<file path="config.mk">
export PLATFORM = sky130hd
export DESIGN_NAME = lrn_window_buffer
export DESIGN_NICKNAME = d
export VERILOG_FILES = /design/src/rtl/lrn_window_buffer.sv
export SDC_FILE = /design/constraint.sdc
export NUM_CORES = 2
export LEC_CHECK = 0
export BUFFER_PORTS_ARGS = -buffer_cell sky130_fd_sc_hd__buf_2
export CAP_MARGIN = 20
export CORE_UTILIZATION = 60
export DETAILED_ROUTE_END_ITERATION = 8
export GPL_TIMING_DRIVEN = 0
export PLACE_DENSITY = 0.81
export SLEW_MARGIN = 20
export SYNTH_ARGS = -nofsm -noshare
export SYNTH_HDL_FRONTEND = slang
export SYNTH_SLANG_ARGS = --single-unit
</file>
<file path="constraint.sdc">
create_clock -name core_clk -period 10.8 [get_ports core_clk]
set_clock_uncertainty 0.1 [all_clocks]
set_input_delay 0 -clock core_clk [delete_from_list [all_inputs] [get_ports core_clk]]
set_output_delay 0 -clock core_clk [all_outputs]
set_load 0.03 [all_outputs]
</file>
<file path="src/rtl/lrn_window_buffer.sv">
`timescale 1ns/1ps
// lrn_window_buffer
// Captures one pixel's channel vector from GLB read data, then walks every
// channel c, accumulating the sum of squares over channels
// [c-HALF_WIN, c+HALF_WIN] (clipped to the vector), and hands
// (x[c], 1 + sum) to the shared divider. Each returned quotient is
// registered onto wr_data for the mapper's GLB write.
module lrn_window_buffer #(
  parameter int DATA_WIDTH = 16,
  parameter int M_WIDTH    = 10,
  parameter int CH_AW      = 5,
  parameter int HALF_WIN   = 1,
  parameter int ACC_WIDTH  = 35
) (
  input  logic                  core_clk,
  input  logic                  reset,
  input  logic                  start_normalization,
  input  logic [M_WIDTH-1:0]    dim3,
  input  logic [DATA_WIDTH-1:0] rd_data,
  input  logic                  rd_valid,
  output logic                  full_flag,
  output logic                  div_in_valid,
  output logic [DATA_WIDTH-1:0] div_numer,
  output logic [ACC_WIDTH-1:0]  div_denom,
  input  logic                  div_out_valid,
  input  logic [DATA_WIDTH-1:0] div_quotient,
  output logic [DATA_WIDTH-1:0] wr_data,
  output logic                  normalized_window,
  output logic                  overflow_err
);

  localparam int DEPTH = 1 << CH_AW;
  localparam int CNT_W = CH_AW + 1;  // holds 1..DEPTH
  localparam int IDX_W = CH_AW + 2;  // headroom for c + HALF_WIN

  typedef enum logic [2:0] {
    S_FILL     = 3'd0,
    S_SUM      = 3'd1,
    S_ISSUE    = 3'd2,
    S_WAIT_DIV = 3'd3,
    S_DONE     = 3'd4
  } state_t;

  state_t state_q, state_d;

  // Channel vector storage. Small enough to live in fabric registers; SUM
  // needs a fresh operand every cycle, so it is read combinationally.
  logic [DATA_WIDTH-1:0] buf_q [DEPTH];

  logic [CNT_W-1:0]      dim3_eff_q, dim3_eff_d, dim3_last;
  logic                  dim3_too_big;
  logic [CH_AW-1:0]      wr_ptr_q, wr_ptr_d;
  logic [CH_AW-1:0]      c_q, c_d;
  logic [CH_AW-1:0]      j_q, j_d;
  logic [ACC_WIDTH-1:0]  acc_q, acc_d;
  logic                  full_q, full_d;
  logic                  nw_q, nw_d;
  logic                  ovf_q, ovf_d;
  logic [DATA_WIDTH-1:0] numer_q, numer_d;
  logic [ACC_WIDTH-1:0]  denom_q, denom_d;
  logic [DATA_WIDTH-1:0] wr_data_q, wr_data_d;

  // Strobes decoded from the current state
  logic                  accept_rd;
  logic                  awaiting_div;
  logic                  fill_wr;
  logic                  fill_last;
  logic                  rd_drop;
  logic                  div_accept;
  logic                  div_stray;
  logic                  sum_step;
  logic                  sum_last;
  logic                  last_ch;
  logic [CH_AW-1:0]      wr_addr;

  // Window arithmetic
  logic [IDX_W-1:0]        c_ext, lim, hi_c;
  logic [DATA_WIDTH-1:0]   opnd;
  logic [2*DATA_WIDTH-1:0] sq;
  logic [ACC_WIDTH-1:0]    acc_sum;

  // Lowest channel of the window centred on ch, clipped at channel 0.
  function automatic logic [CH_AW-1:0] lo_of(input logic [CH_AW-1:0] ch);
    if (ch >= CH_AW'(HALF_WIN)) begin
      return ch - CH_AW'(HALF_WIN);
    end
    return '0;
  endfunction

  // Effective channel count: zero means one channel, oversize is clamped.
  always_comb begin
    dim3_too_big = (dim3 > M_WIDTH'(DEPTH));
    if (dim3 == '0) begin
      dim3_eff_d = CNT_W'(1);
    end else if (dim3_too_big) begin
      dim3_eff_d = CNT_W'(DEPTH);
    end else begin
      dim3_eff_d = dim3[CNT_W-1:0];
    end
  end

  // Layer configuration: changes only on start_normalization, survives reset
  // so a refill after an abort uses the layer's channel count.
  always_ff @(posedge core_clk) begin
    if (start_normalization) begin
      dim3_eff_q <= dim3_eff_d;
    end
  end

  assign dim3_last = dim3_eff_q - CNT_W'(1);

  // Upper window edge for the current channel, clipped at the last channel.
  assign c_ext = IDX_W'(c_q);
  assign lim   = IDX_W'(dim3_last);
  assign hi_c  = ((c_ext + IDX_W'(HALF_WIN)) >= lim) ? lim : (c_ext + IDX_W'(HALF_WIN));

  // Squared operand, zero-extended into the accumulator width.
  assign opnd    = buf_q[j_q];
  assign sq      = {{DATA_WIDTH{1'b0}}, opnd} * {{DATA_WIDTH{1'b0}}, opnd};
  assign acc_sum = acc_q + ACC_WIDTH'(sq);

  // Output/strobe decode from the current state
  always_comb begin
    div_in_valid = (state_q == S_ISSUE);
    accept_rd    = (state_q == S_FILL) || (state_q == S_DONE);
    awaiting_div = (state_q == S_ISSUE) || (state_q == S_WAIT_DIV);
    // A new window arriving in DONE always restarts at channel 0.
    wr_addr      = (state_q == S_DONE) ? '0 : wr_ptr_q;
    fill_wr      = rd_valid && accept_rd && !start_normalization;
    fill_last    = fill_wr && ({1'b0, wr_addr} == dim3_last);
    rd_drop      = rd_valid && !accept_rd;
    div_accept   = div_out_valid && awaiting_div && !start_normalization;
    div_stray    = div_out_valid && !awaiting_div;
    sum_step     = (state_q == S_SUM) && !start_normalization;
    sum_last     = (IDX_W'(j_q) == hi_c);
    last_ch      = ({1'b0, c_q} == dim3_last);
  end

  // FSM state register
  always_ff @(posedge core_clk or posedge reset) begin
    if (reset) begin
      state_q <= S_FILL;
    end else begin
      state_q <= state_d;
    end
  end

  // FSM next-state logic
  always_comb begin
    state_d = state_q;
    if (start_normalization) begin
      state_d = S_FILL;
    end else begin
      case (state_q)
        S_FILL, S_DONE: begin
          if (fill_wr) begin
            state_d = fill_last ? S_SUM : S_FILL;
          end
        end
        S_SUM: begin
          if (sum_last) begin
            state_d = S_ISSUE;
          end
        end
        S_ISSUE, S_WAIT_DIV: begin
          if (div_out_valid) begin
            state_d = last_ch ? S_DONE : S_SUM;
          end else begin
            state_d = S_WAIT_DIV;
          end
        end
        default: state_d = S_FILL;
      endcase
    end
  end

  // Channel buffer write port
  always_ff @(posedge core_clk) begin
    if (fill_wr) begin
      buf_q[wr_addr] <= rd_data;
    end
  end

  // Datapath next-state: pointers, accumulator, divider operands, flags
  always_comb begin
    wr_ptr_d  = wr_ptr_q;
    c_d       = c_q;
    j_d       = j_q;
    acc_d     = acc_q;
    full_d    = full_q;
    nw_d      = nw_q;
    ovf_d     = ovf_q;
    numer_d   = numer_q;
    denom_d   = denom_q;
    wr_data_d = wr_data_q;
    if (start_normalization) begin
      wr_ptr_d = '0;
      c_d      = '0;
      j_d      = '0;
      acc_d    = '0;
      full_d   = 1'b0;
      nw_d     = 1'b0;
      ovf_d    = dim3_too_big;
    end else begin
      if (rd_drop || div_stray) begin
        ovf_d = 1'b1;
      end
      if (fill_wr) begin
        wr_ptr_d = wr_addr + 1'b1;
        nw_d     = 1'b0;
        if (fill_last) begin
          full_d = 1'b1;
          c_d    = '0;
          j_d    = '0;  // window of channel 0 starts at channel 0
        end
      end
      if (sum_step) begin
        acc_d = acc_sum;
        if (sum_last) begin
          // Operands latched here stay put until the quotient returns.
          numer_d = buf_q[c_q];
          denom_d = acc_sum + ACC_WIDTH'(1);
        end else begin
          j_d = j_q + 1'b1;
        end
      end
      if (div_accept) begin
        wr_data_d = div_quotient;
        acc_d     = '0;
        if (last_ch) begin
          nw_d   = 1'b1;
          full_d = 1'b0;
        end else begin
          c_d = c_q + 1'b1;
          j_d = lo_of(c_q + 1'b1);
        end
      end
    end
  end

  // Datapath registers
  always_ff @(posedge core_clk or posedge reset) begin
    if (reset) begin
      wr_ptr_q  <= '0;
      c_q       <= '0;
      j_q       <= '0;
      acc_q     <= '0;
      full_q    <= 1'b0;
      nw_q      <= 1'b0;
      ovf_q     <= 1'b0;
      numer_q   <= '0;
      denom_q   <= '0;
      wr_data_q <= '0;
    end else begin
      wr_ptr_q  <= wr_ptr_d;
      c_q       <= c_d;
      j_q       <= j_d;
      acc_q     <= acc_d;
      full_q    <= full_d;
      nw_q      <= nw_d;
      ovf_q     <= ovf_d;
      numer_q   <= numer_d;
      denom_q   <= denom_d;
      wr_data_q <= wr_data_d;
    end
  end

  assign full_flag         = full_q;
  assign normalized_window = nw_q;
  assign overflow_err      = ovf_q;
  assign div_numer         = numer_q;
  assign div_denom         = denom_q;
  assign wr_data           = wr_data_q;

endmodule

</file>
==> metrics.csv <==
metric;value;unit
vias in the first global route;28700;
CTS clock-pin slew for the worst setup and hold paths;0.06;ns
largest net degree at the start of global routing;97;
# clock sinks;641;
CP endpoint kind;flip-flop;
Synth Warn #;0;
WL final;124000;um
WL/cell;30.8;um
H-Tree Depth;3;
Area Overhead vs Synth;13.9;%
predominant post-synthesis flop cell;edfxtp_1;
CP max stage delay;0.63;ns
Most common cell on crit path;fa_1;
Tmin final;10.56;ns
CP Class;flip-flop to flip-flop;
first-pass GRT wire length;182000;um
die width;256;um
share of Yosys cell area claimed by the top area cell type;40.2;%
Starting DRT DRC Count;4040;
Pleak;16.7;nW
Clock Path Buffers;3;
fraction of layout cells with a size suffix above 1;22.6;%
Pwr Density;256;nW/um2
CTS tree;built;
Slew Limit Fails;0;
Clock Latency Late Sink;0.65;ns
worst vdd ir;0.413;mV
final worst-path cycle share;97.8;%
sequential share of the synthesized area;48.2;%
total power;11.3;mW
RSZ-0062 raised after global routing;no;
crit path DAT;10.95;ns
First-pass DRT Iterations;8;
Worst EP required;11.19;ns
Cell Rows;92;
drc violations;0;
Max Freq;94.7;MHz
async set-reset flop share out of synthesis;19.2;%
Mapped Area;38700;um2
average size of a mapped cell;13.5;um2
I/O pin total;118;
Synthesized Nets;3232;
Critical path buffers and inverters;8;
port buffer count;117;
post-place setup slack;-0.707;ns
FF-to-FF setup slack;0.24;ns
Final TNS setup;0;ns
final hold vios;0;
Die Area;65400;um2
max_cap viols;0;
ranking of synthesized cells by area;edfxtp_1, mux4_2, fa_1;
all-layer global routing usage;38.4;%
Setup Viol. Count Final;0;
root buffer cell;clkbuf_16;
nature of the critical path startpoint;flip-flop;
initial core utilization;61.1;%
Cells after Synth;2868;
initial antenna violation count;8;
register bit total from synthesis;641;
worst-path fanout max;10;
largest delay contributor family on the critical path;adder cells;
final hold slack;0.0573;ns
Layout Nets;3494;
CORE AREA;63300;um2
detailed-route via count;28000;
Distinct cells, synth;85;
Max-Slew Margin vs Limit;7.80;%
Final WS setup;0.241;ns
final core occ;69.5;%
die height;256;um
GPL Wtd Cong;0.946;
slowest CP cell;fa_1;
top cell type by total area after synthesis;edfxtp_1;
GRT overflow;0;
CTS Buf Count;69;
Post-synth EDFFs;518;
status;completed;
Tightest Pin Transition;1.38;ns
DPL Wire Length;84000;um
Routed Antenna Nets;0;
Vias/cell;6.93;
worst hold path class;input pin to flip-flop;
-- layout by cell type (no fill, tap or decap), types with 8 or more instances in the layout --
cell             n
fa_1           194
inv_1          350
a21oi_2         11
a21o_1          12
dfrtp_1        123
mux4_2         225
buf_2          152
clkbuf_1        94
o221ai_1        33
and2_1          11
edfxtp_1       518
clkinv_2        10
clkbuf_2        27
xnor2_1         48
or2_2           54
o22ai_1         34
clkbuf_16       70
o21ai_0        112
nor2_4          32
clkinv_1         8
a21oi_1        126
nor3_1          34
nand4_1         10
mux2_2          51
xor2_1          32
nand2_1        149
dlygate4sd3_1   58
buf_16          12
a22o_1          28
nand3_1         25
nor2_1         133
ha_1           123
mux2i_1        118
-- routing by layer --
metal / track usage (%) / up-vias / share of wire [%]
met1: 44.3 / 13600 / 31
met5: 0 / - / 0.022
li1: - / 11000 / -
met4: 28.3 / 4 / 9.4
met3: 12.5 / 757 / 14
met2: 60.3 / 2557 / 45
-- state kept, by name (all words and copies together) (netlist names) --
name,cells
full_flag,1
normalized_window,1
dim3_eff_q,6
j_q,5
buf_q,512
state_q,3
div_numer,16
wr_ptr_q,5
c_q,5
overflow_err,1
div_denom,35
acc_q,35
wr_data,16
-- worst register-to-register path, delay by kind of cell, from the launching register on --
kind	cells	cell delay, ns
flip-flops	1	0.36
multiplexers	1	0.30
AND/OR/NAND/NOR	6	1.27
AO/OA/AOI/OAI	7	1.98
adder cells (fa/ha/maj)	7	3.50
buffers and inverters	8	2.28
XOR/XNOR	2	0.64
-- worst paths after layout --
kind	start	endpoint	cells after the start
setup reg to reg	j_q[1]	div_denom[33]	31
setup / recovery	j_q[1]	div_denom[33]	31
hold reg to reg	div_denom[4]	div_denom[4]	2
max in group asynchronous	reset	acc_q[13]	5
min in group asynchronous	reset	wr_data[13]	4
hold / removal	div_quotient[12]	wr_data[12]	3
-- area by class of cell --
class                   instances  area, um2
fillers                      4082      19300
flip-flops and latches        641      18600
multi-input cells            1727      18500
clock buffers                  93       1900
repair buffers                191       1550
inverters                     352       1330
well taps                     846       1060
plain buffers                 148        663
clock inverters                34        414
diodes                          5       12.5
-- timing repair --
action                                  4_1_cts  5_1_grt
gates resized for setup                      22       37
endpoints found under the setup margin       15       15
hold buffers                                 58        0
hold endpoints to repair                    673        0
buffers inserted                              0        0
-- cells by family (layout without fill, tap and decap cells) --
family                     Yosys count  in the layout  share of synthesized area (%)
DFF                                641            641                           48.2
and+or+nand+nor                    510            510                           6.31
buffers and inverters              500            818                           4.93
AOI/OAI and AO/OA                  420            420                           6.85
muxes                              395            395                           17.7
adders and majority gates          317            317                           14.0
xor gates and xnor gates            85             85                           1.98
other                                0              5                              0
-- per-stage QoR --
stage / cell area (um2) / std cells
after floorplan: 38700 / 2868
after global placement: 40300 / 3831
after detailed placement: 41000 / 3847
after CTS: 43900 / 4032
after global routing: 44000 / 4032
final: 44000 / 4037
-- synth_stat cells (all sizes together), types with 104 or more instances --
cell and instances:
mux4 225, dfrtp 123, edfxtp 518, nand2 150, a21oi 140, fa 194, inv 351, mux2i 118
o21ai 122, ha 123, clkbuf 104, nor2 165
-- report_power, final --
group	switching [mW]	internal (mW)
Sequential	0.0322	2.73
Combinational	3.95	2.12
Clock	1.07	1.38
Total	5.05	6.22
Note: power is estimated with default switching activity, not from simulation.
